File: config.mk
export PLATFORM = sky130hd
export DESIGN_NAME = trap_ctrl
export DESIGN_NICKNAME = d
export VERILOG_FILES = /design/src/rtl/trap_ctrl_pkg.sv /design/src/rtl/trap_ctrl_prio_enc.sv /design/src/rtl/trap_ctrl.sv
export SDC_FILE = /design/constraint.sdc
export NUM_CORES = 1
export LEC_CHECK = 0
export CORE_ASPECT_RATIO = 1.2
export CORE_UTILIZATION = 25
export CTS_BUF_LIST = sky130_fd_sc_hd__clkbuf_4 sky130_fd_sc_hd__clkbuf_8
export DETAILED_ROUTE_END_ITERATION = 10
export GPL_ROUTABILITY_DRIVEN = 1
export PLACE_DENSITY = 0.69
export SETUP_SLACK_MARGIN = 0.05
export SYNTH_ARGS = -nofsm -noshare
export SYNTH_HDL_FRONTEND = slang
export SYNTH_SLANG_ARGS = --single-unit
File: constraint.sdc
create_clock -name clk -period 3 [get_ports clk]
set_input_delay 0.45 -clock clk [delete_from_list [all_inputs] [get_ports clk]]
set_output_delay 0.45 -clock clk [all_outputs]
set_load 0.01 [all_outputs]
File: src/rtl/trap_ctrl_pkg.sv
// Shared definitions for the machine-mode trap controller: cause codes,
// FSM state encoding and the CSR addresses also used by the CSR file.
package trap_ctrl_pkg;

    localparam logic [31:0] CAUSE_ILLEGAL   = 32'd2;
    localparam logic [31:0] CAUSE_EBREAK    = 32'd3;
    localparam logic [31:0] CAUSE_ECALL     = 32'd11;
    localparam logic [31:0] CAUSE_TIMER_DEF = 32'h8000_0007;

    localparam logic [11:0] CSR_MSTATUS = 12'h300;
    localparam logic [11:0] CSR_MTVEC   = 12'h305;
    localparam logic [11:0] CSR_MEPC    = 12'h341;
    localparam logic [11:0] CSR_MCAUSE  = 12'h342;

    typedef enum logic [2:0] {
        ST_IDLE  = 3'd0,
        ST_SAVE  = 3'd1,
        ST_TVEC  = 3'd2,
        ST_RET   = 3'd3,
        ST_REDIR = 3'd4
    } trap_state_e;

endpackage

File: src/rtl/trap_ctrl_prio_enc.sv
// Combinational priority encoder for trap sources: timer interrupt, then
// illegal, ecall, ebreak, and finally mret (a return, not a trap).
module trap_prio_enc
    import trap_ctrl_pkg::*;
#(
    parameter int              XLEN        = 32,
    parameter logic [XLEN-1:0] CAUSE_TIMER = XLEN'(CAUSE_TIMER_DEF)
) (
    input  logic            inst_valid,
    input  logic            irq_take,
    input  logic            is_illegal,
    input  logic            is_ecall,
    input  logic            is_ebreak,
    input  logic            is_mret,
    output logic            take,
    output logic            is_ret,
    output logic [XLEN-1:0] cause
);

    // Pick the highest-priority source of the presented instruction
    always_comb begin
        take   = 1'b0;
        is_ret = 1'b0;
        cause  = '0;
        if (inst_valid) begin
            if (irq_take) begin
                take  = 1'b1;
                cause = CAUSE_TIMER;
            end else if (is_illegal) begin
                take  = 1'b1;
                cause = XLEN'(CAUSE_ILLEGAL);
            end else if (is_ecall) begin
                take  = 1'b1;
                cause = XLEN'(CAUSE_ECALL);
            end else if (is_ebreak) begin
                take  = 1'b1;
                cause = XLEN'(CAUSE_EBREAK);
            end else if (is_mret) begin
                is_ret = 1'b1;
            end else begin
                take = 1'b0;
            end
        end else begin
            take = 1'b0;
        end
    end

endmodule

File: src/rtl/trap_ctrl.sv
// Machine-mode trap entry / mret sequencer with a registered fetch redirect.
// Optional TRAP_CTRL_VECTORED_EN: vectored mtvec for asynchronous causes.
module trap_ctrl
    import trap_ctrl_pkg::*;
#(
    parameter int              XLEN        = 32,
    parameter logic [XLEN-1:0] CAUSE_TIMER = XLEN'(CAUSE_TIMER_DEF)
) (
    input  logic            clk,
    input  logic            rst,
    input  logic            inst_valid,
    input  logic [XLEN-1:0] inst_pc,
    input  logic            is_illegal,
    input  logic            is_ecall,
    input  logic            is_ebreak,
    input  logic            is_mret,
    input  logic            timer_irq,
    input  logic            mstatus_mie,
    input  logic [XLEN-1:0] mtvec_rdata,
    input  logic [XLEN-1:0] mepc_rdata,
    output logic            trap_ready,
    output logic            flush,
    output logic            exception_en,
    output logic [XLEN-1:0] mepc_wdata,
    output logic [XLEN-1:0] mcause_wdata,
    output logic            redirect_valid,
    output logic [XLEN-1:0] redirect_pc,
    input  logic            redirect_ready
);

    trap_state_e     state_q, state_d;
    logic [XLEN-1:0] mepc_q, mepc_d;
    logic [XLEN-1:0] mcause_q, mcause_d;
    logic [XLEN-1:0] rpc_q, rpc_d;

    logic            irq_take_s;
    logic            take_s;
    logic            is_ret_s;
    logic [XLEN-1:0] cause_s;
    logic            accept_s;
    logic [XLEN-1:0] tvec_base_s;
    logic [XLEN-1:0] tvec_target_s;

    assign irq_take_s = timer_irq & mstatus_mie;

    trap_prio_enc #(
        .XLEN        (XLEN),
        .CAUSE_TIMER (CAUSE_TIMER)
    ) u_prio (
        .inst_valid (inst_valid),
        .irq_take   (irq_take_s),
        .is_illegal (is_illegal),
        .is_ecall   (is_ecall),
        .is_ebreak  (is_ebreak),
        .is_mret    (is_mret),
        .take       (take_s),
        .is_ret     (is_ret_s),
        .cause      (cause_s)
    );

    assign accept_s    = (state_q == ST_IDLE) & (take_s | is_ret_s);
    assign tvec_base_s = mtvec_rdata & ~XLEN'(3);

    // Trap vector target from the latched cause; sampled in TVEC after the CSR write
    always_comb begin
        tvec_target_s = tvec_base_s;
`ifdef TRAP_CTRL_VECTORED_EN
        if ((mtvec_rdata[1:0] == 2'b01) && mcause_q[XLEN-1]) begin
            tvec_target_s = tvec_base_s + ({1'b0, mcause_q[XLEN-2:0]} << 2);
        end else begin
            tvec_target_s = tvec_base_s;
        end
`endif
    end

    // State and datapath registers
    always_ff @(posedge clk) begin
        if (rst) begin
            state_q  <= ST_IDLE;
            mepc_q   <= '0;
            mcause_q <= '0;
            rpc_q    <= '0;
        end else begin
            state_q  <= state_d;
            mepc_q   <= mepc_d;
            mcause_q <= mcause_d;
            rpc_q    <= rpc_d;
        end
    end

    // Next-state logic
    always_comb begin
        state_d = state_q;
        case (state_q)
            ST_IDLE: begin
                if (accept_s && take_s) begin
                    state_d = ST_SAVE;
                end else if (accept_s && is_ret_s) begin
                    state_d = ST_RET;
                end else begin
                    state_d = ST_IDLE;
                end
            end
            ST_SAVE:  state_d = ST_TVEC;
            ST_TVEC:  state_d = ST_REDIR;
            ST_RET:   state_d = ST_REDIR;
            ST_REDIR: begin
                if (redirect_ready) begin
                    state_d = ST_IDLE;
                end else begin
                    state_d = ST_REDIR;
                end
            end
            default:  state_d = ST_IDLE;
        endcase
    end

    // Latch trap info on accept and the redirect target in TVEC/RET
    always_comb begin
        mepc_d   = mepc_q;
        mcause_d = mcause_q;
        rpc_d    = rpc_q;
        if (accept_s && take_s) begin
            mepc_d   = inst_pc;
            mcause_d = cause_s;
        end else begin
            mepc_d   = mepc_q;
            mcause_d = mcause_q;
        end
        case (state_q)
            ST_TVEC: rpc_d = tvec_target_s;
            ST_RET:  rpc_d = mepc_rdata;
            default: rpc_d = rpc_q;
        endcase
    end

    // Output decode from registered state
    always_comb begin
        trap_ready     = (state_q == ST_IDLE);
        exception_en   = (state_q == ST_SAVE);
        redirect_valid = (state_q == ST_REDIR);
        flush          = accept_s & ~rst;
        mepc_wdata     = mepc_q;
        mcause_wdata   = mcause_q;
        redirect_pc    = rpc_q;
    end

endmodule

After elaboration in Yosys (flattened, before gate mapping):

Index checks and enable logic that the tools add are counted.

* register bits after elaboration: 99
* latch bits: 0
* memory bits (writable): 0
* bits in read-only memories: 0
* bits of input ports: 106
* output and inout port bits: 100
* word-level logic and storage cells: 39
* memories: 0

* add/sub/neg operators: 0
* $mul: 0
* div/mod/pow operators: 0
* order comparisons: 0
* equality and inequality tests: 4
* shift-type cells: 0
* muxes and demuxes: 21
* bitwise logic cells: 5
* reductions and logical operators: 5

Operators by type and width (number)
* 2-to-1 mux 32 bit: 4
* case mux 32 bit (2 select lines): 1
* case mux 3 bit (4 select lines): 1
* 2-to-1 mux 1 bit: 11
* == test 3 x 2 -> 1 bit, second input constant: 2
* 2-to-1 mux 2 bit: 3
* AND 1 bit: 3
* == test 3 x 1 -> 1 bit, second input constant: 1
* == test 3 bit, second input constant: 1
* logical NOT 3 bit: 1
* 2-to-1 mux 3 bit: 1
* logical AND 1 bit: 2
* nonzero test 2 bit: 1
* OR reduction 2 bit: 1
* inverter 1 bit: 1
* OR 1 bit: 1

Depth between registers and ports, before layout:

* word-level depth: 12
* mapped depth: 6
* gate-level depth less buffers: 3

Modules after synthesis:

A second synthesis with hierarchy kept.

* cells, all modules: 478
* area, all modules: 4053.9 µm²

By module, submodules not included
* trap_ctrl: instances 1, cells each 440, area an instance 3773.6 µm²
* trap_prio_enc: instances 1, cells each 38, area an instance 280.3 µm²

Worst setup path before layout:

Ideal clock, no wire load.

* kind: reg-to-output
* from: register state_q[2]
* to: output flush
* arrival time: 1479 ps
* setup slack: 1071 ps
* stages on the path, launching flop included: 6
* buffers on the path: 3
* cell sequence: dfxtp_1 -> buf_6 -> or4b_4 -> buf_6 -> buf_8 -> nor3_1

* longest elaborated chain between the ends: 3

Ends and longest elaborated chain
* start: declaration: line trap_ctrl.sv:31 `trap_state_e state_q, state_d;`
* start signal: assignment: line trap_ctrl.sv:84 `state_q <= state_d;`
* logical NOT 3 bit: line trap_ctrl.sv:61 `assign accept_s = (state_q == ST_IDLE) & (take_s | is_ret_s);`
* AND 1 bit: line trap_ctrl.sv:61
* AND 1 bit: line trap_ctrl.sv:142 `flush = accept_s & ~rst;`
* end: declaration: line trap_ctrl.sv:22 `output logic flush,`

Every way passes these cells.

Worst setup path after layout:

* from: input timer_irq
* to: output flush

* longest elaborated chain between the ends: 6

Ends and longest elaborated chain
* start: declaration: line trap_ctrl.sv:17 `input logic timer_irq,`
* AND 1 bit *: line trap_ctrl.sv:44 `assign irq_take_s = timer_irq & mstatus_mie;`
* 2-to-1 mux 1 bit: line trap_ctrl_prio_enc.sv:26 `if (irq_take) begin`
* 2-to-1 mux 1 bit: line trap_ctrl_prio_enc.sv:25 `if (inst_valid) begin`
* OR 1 bit *: line trap_ctrl.sv:61
* AND 1 bit *: line trap_ctrl.sv:61
* AND 1 bit *: line trap_ctrl.sv:142

Mark *: on every way between the ends. The rest lies on a longest branch, timed or not.

==> impl_summary.log <==
INFO  metric outcome = completed
INFO  metric routed_wire_length_per_instance = 13.3 um
INFO  metric leakagePower = 1.80 nW
INFO  metric cts.root.buffer_cell = sky130_fd_sc_hd__clkbuf_8
INFO  metric maxSlewHeadroom = 31.5%
INFO  metric critical-path-slowest-cell = sky130_fd_sc_hd__clkdlybuf4s50_1
INFO  metric initialDrtViolationCount = 120
INFO  metric ioPinCount = 206
INFO  metric core = 12600 sq um
INFO  metric mappedNetlistArea = 3220 sq um
INFO  metric utilization = 41.3%
INFO  metric postSynthRegisterBits = 71
INFO  metric final_net_count = 620
INFO  metric clock-sinks = 71
INFO  metric grt.total_usage = 13.5%
INFO  metric skew = 10.8 ps
INFO  metric async_reset_ff_share = 0%
INFO  metric grt_max_degree = 74
INFO  metric cell_breakdown_of_the_critical_path = clkdlybuf4s50_1, a2111o_1, nor2_1, nor3_1, clkdlybuf4s50_1
INFO  metric wirelength = 9080 um
INFO  metric synth_largest_area_cell = sky130_fd_sc_hd__dfxtp_1
INFO  metric post_cts_buffers = 0
INFO  metric die_y = 126 um
INFO  metric cts_buffer_depth = 2
INFO  metric peakVddDrop = 0.220 mV
INFO  metric timing.critical_path.mode_cell = sky130_fd_sc_hd__clkdlybuf4s50_1
INFO  metric dp_hpwl = 6490 um
INFO  metric hold_violations = 0
INFO  metric number_of_enable_type_register_cells_in_the_synthesized_netlist = 0
INFO  metric critPathMaxFanout = 4
INFO  metric max-cap-violations = 0
INFO  metric drt-pass1-iter-count = 4
INFO  metric ant_nets = 0
INFO  metric layout-area-overhead-vs-synth = 62.2%
INFO  metric effective_utilization_at_floorplan = 25.5%
INFO  metric yosysTopAreaCellShare = 44.2%
INFO  metric unique_cell_type_count_in_the_yosys_netlist = 29
INFO  metric worst_skew_pair.late_latency = 350 ps
INFO  metric buffer_ports.inserted = 176
INFO  metric synth-warning-count = 0
INFO  metric die-width = 106 um
INFO  metric fin_crit = 2610 ps
INFO  metric globalRoute.totalOverflow = 0
INFO  metric pwr_density_cell = 498 nW/um^2
INFO  metric cts_htree_levels = 3
INFO  metric drt-vias-per-instance = 4.51
INFO  metric last_weighted_congestion_value_of_the_routability_driven_placer = 0.711
INFO  metric final_cycle_share = 87.1%
INFO  metric grt_setup_unrepaired = no
INFO  metric antenna_cells_inserted = 0
INFO  metric timing_worst_slew_pin_value = 1030 ps
INFO  metric standard_cell_area_after_detailed_placement = 4950 sq um
INFO  metric final_max_slew_viol_count = 0
INFO  metric min_path_type = flop to flop
INFO  metric post_route_cells_drive_above_1_share = 5.97%
INFO  metric grt_pass1_wl = 14100 um
INFO  metric vias_in_the_first_global_route = 2906
INFO  metric critical_path.top_delay_family = buffers and inverters
INFO  metric tritoncts = built
INFO  metric drc = 0
INFO  metric routed-via-count = 3083
INFO  metric ys_dominant_reg_cell = sky130_fd_sc_hd__dfxtp_1
INFO  metric worstPathArrival = 2160 ps
INFO  metric worst_ep_required_time = 2550 ps
INFO  metric fp.dieArea = 13300 sq um
INFO  metric floorplan.rows = 45
INFO  metric worst_setup_path_start_kind = primary input
INFO  metric setup_viol = 0
INFO  metric sequential_area_share_after_synthesis = 44.2%
INFO  metric postCtsResizedCells = 0
INFO  metric antenna_found_initial = 0
INFO  metric timing.setup.tns = 0 ps
INFO  metric synthTopCellsByArea = sky130_fd_sc_hd__dfxtp_1 44%, sky130_fd_sc_hd__mux2i_1 9.3%, sky130_fd_sc_hd__a211oi_1 7.2%
INFO  metric critPathKind = primary input to output port
INFO  metric synth_cells = 358
INFO  metric timing.critical_path.to_type = output port
INFO  metric slowest_delay = 510 ps
INFO  metric syn_avg_cell_area = 8.98 sq um
INFO  metric crit_buf_inv = 2
INFO  metric cts-hold-fix-buffers = 0
INFO  metric clock.fmax = 0.383 GHz
INFO  metric clk_pin_slew_worst_paths = 70 ps
INFO  metric postLayoutCellArea = 5220 sq um
INFO  metric cts_buffers = 9
## cell usage after synthesis (3+ instances only)
cell / n
sky130_fd_sc_hd__buf_6: 3
sky130_fd_sc_hd__a211oi_1: 31
sky130_fd_sc_hd__nor2_1: 33
sky130_fd_sc_hd__buf_4: 29
sky130_fd_sc_hd__a21oi_1: 37
sky130_fd_sc_hd__o21ai_1: 8
sky130_fd_sc_hd__clkbuf_1: 21
sky130_fd_sc_hd__buf_2: 8
sky130_fd_sc_hd__mux2i_1: 30
sky130_fd_sc_hd__o21ai_0: 25
sky130_fd_sc_hd__nand2b_1: 4
sky130_fd_sc_hd__nand2_1: 3
sky130_fd_sc_hd__nor3_1: 4
sky130_fd_sc_hd__dfxtp_1: 71
sky130_fd_sc_hd__nand3_1: 34
## report_power, final
| group | internal [mW] | total (mW) | switching (mW) | leakage [nW] |
|---|---|---|---|---|
| combinational | 0.306 | 0.540 | 0.234 | 1.09 |
| clock | 0.639 | 1.02 | 0.381 | 0.130 |
| sequential | 1.00 | 1.04 | 0.0322 | 0.581 |
## registers in the layout (all words and copies together) (netlist names)
register and flops:
mepc_wdata 32, state_q 3, redirect_pc 32, mcause_wdata 4
## cell type report
class | count | area [sq um]
clock buffers | 9 | 124
clock inverters | 7 | 145
fillers | 1291 | 7400
multi-input cells | 250 | 1500
flip-flops and latches | 71 | 1420
well taps | 164 | 205
repair buffers | 182 | 1810
## cells in the final DEF (no fill, tap or decap), drive strengths merged, types with 2 or more instances in the layout
cell type	Yosys	routed
conb	1	27
nand2	3	3
nand3	34	34
bufinv	0	4
clkbuf	21	9
o21a	2	2
nor3b	2	2
buf	42	7
nor3	4	4
a211oi	31	31
nand2b	4	4
a21oi	37	37
clkdlybuf4s50	0	175
nor2	34	34
o21ai	33	33
mux2i	30	30
o32ai	2	2
clkinv	0	2
dfxtp	71	71
## layer usage
layer / share of wire [%] / GRT usage [%] / wire, um / vias to the layer above
li1: - / - / - / 1538
met1: 39 / 14.4 / 3510 / 1392
met2: 51 / 24.0 / 4600 / 139
met3: 8.9 / 4.87 / 807 / 14
met4: 1.7 / 5.39 / 158 / 0
met5: 0 / 0 / 0 / -
## cells by family (layout without fill, tap and decap cells)
group | after synthesis | in the layout | synth area share, %
compound gates | 108 | 108 | 21.0
simple gates | 85 | 85 | 13.2
flops | 71 | 71 | 44.2
buf+inv | 63 | 198 | 12.1
mux | 30 | 30 | 9.34
other cells | 1 | 27 | 0.117
## path summary, 6_finish.rpt
kind / slack [ps] / end / depth (start not counted) / startpoint
max: 390 / flush / 5 / timer_irq
max reg2reg: 1120 / redirect_pc[16]$_SDFFE_PP0P_ / 3 / state_q[1]$_SDFF_PP0_
min reg2reg: 470 / redirect_pc[1]$_SDFFE_PP0P_ / 2 / redirect_pc[1]$_SDFFE_PP0P_
min: 470 / redirect_pc[1]$_SDFFE_PP0P_ / 2 / redirect_pc[1]$_SDFFE_PP0P_
## tightest hold or removal path, delay by kind of cell, from the launching register on
kind / cells / cell delay (ps)
flops: 1 / 320
simple gates: 1 / 50
compound gates: 1 / 50
## stage by stage
step	total power, mW	hold WS (ps)	cells	worst slack (ps)
finish	2.60	470	683	387
CTS	2.65	467	683	340
global placement	1.59	442	667	363
floorplan	1.33	476	384	1070
detailed placement	1.60	455	667	367
global route	2.74	504	683	284
(Power assumes the default switching activity.)
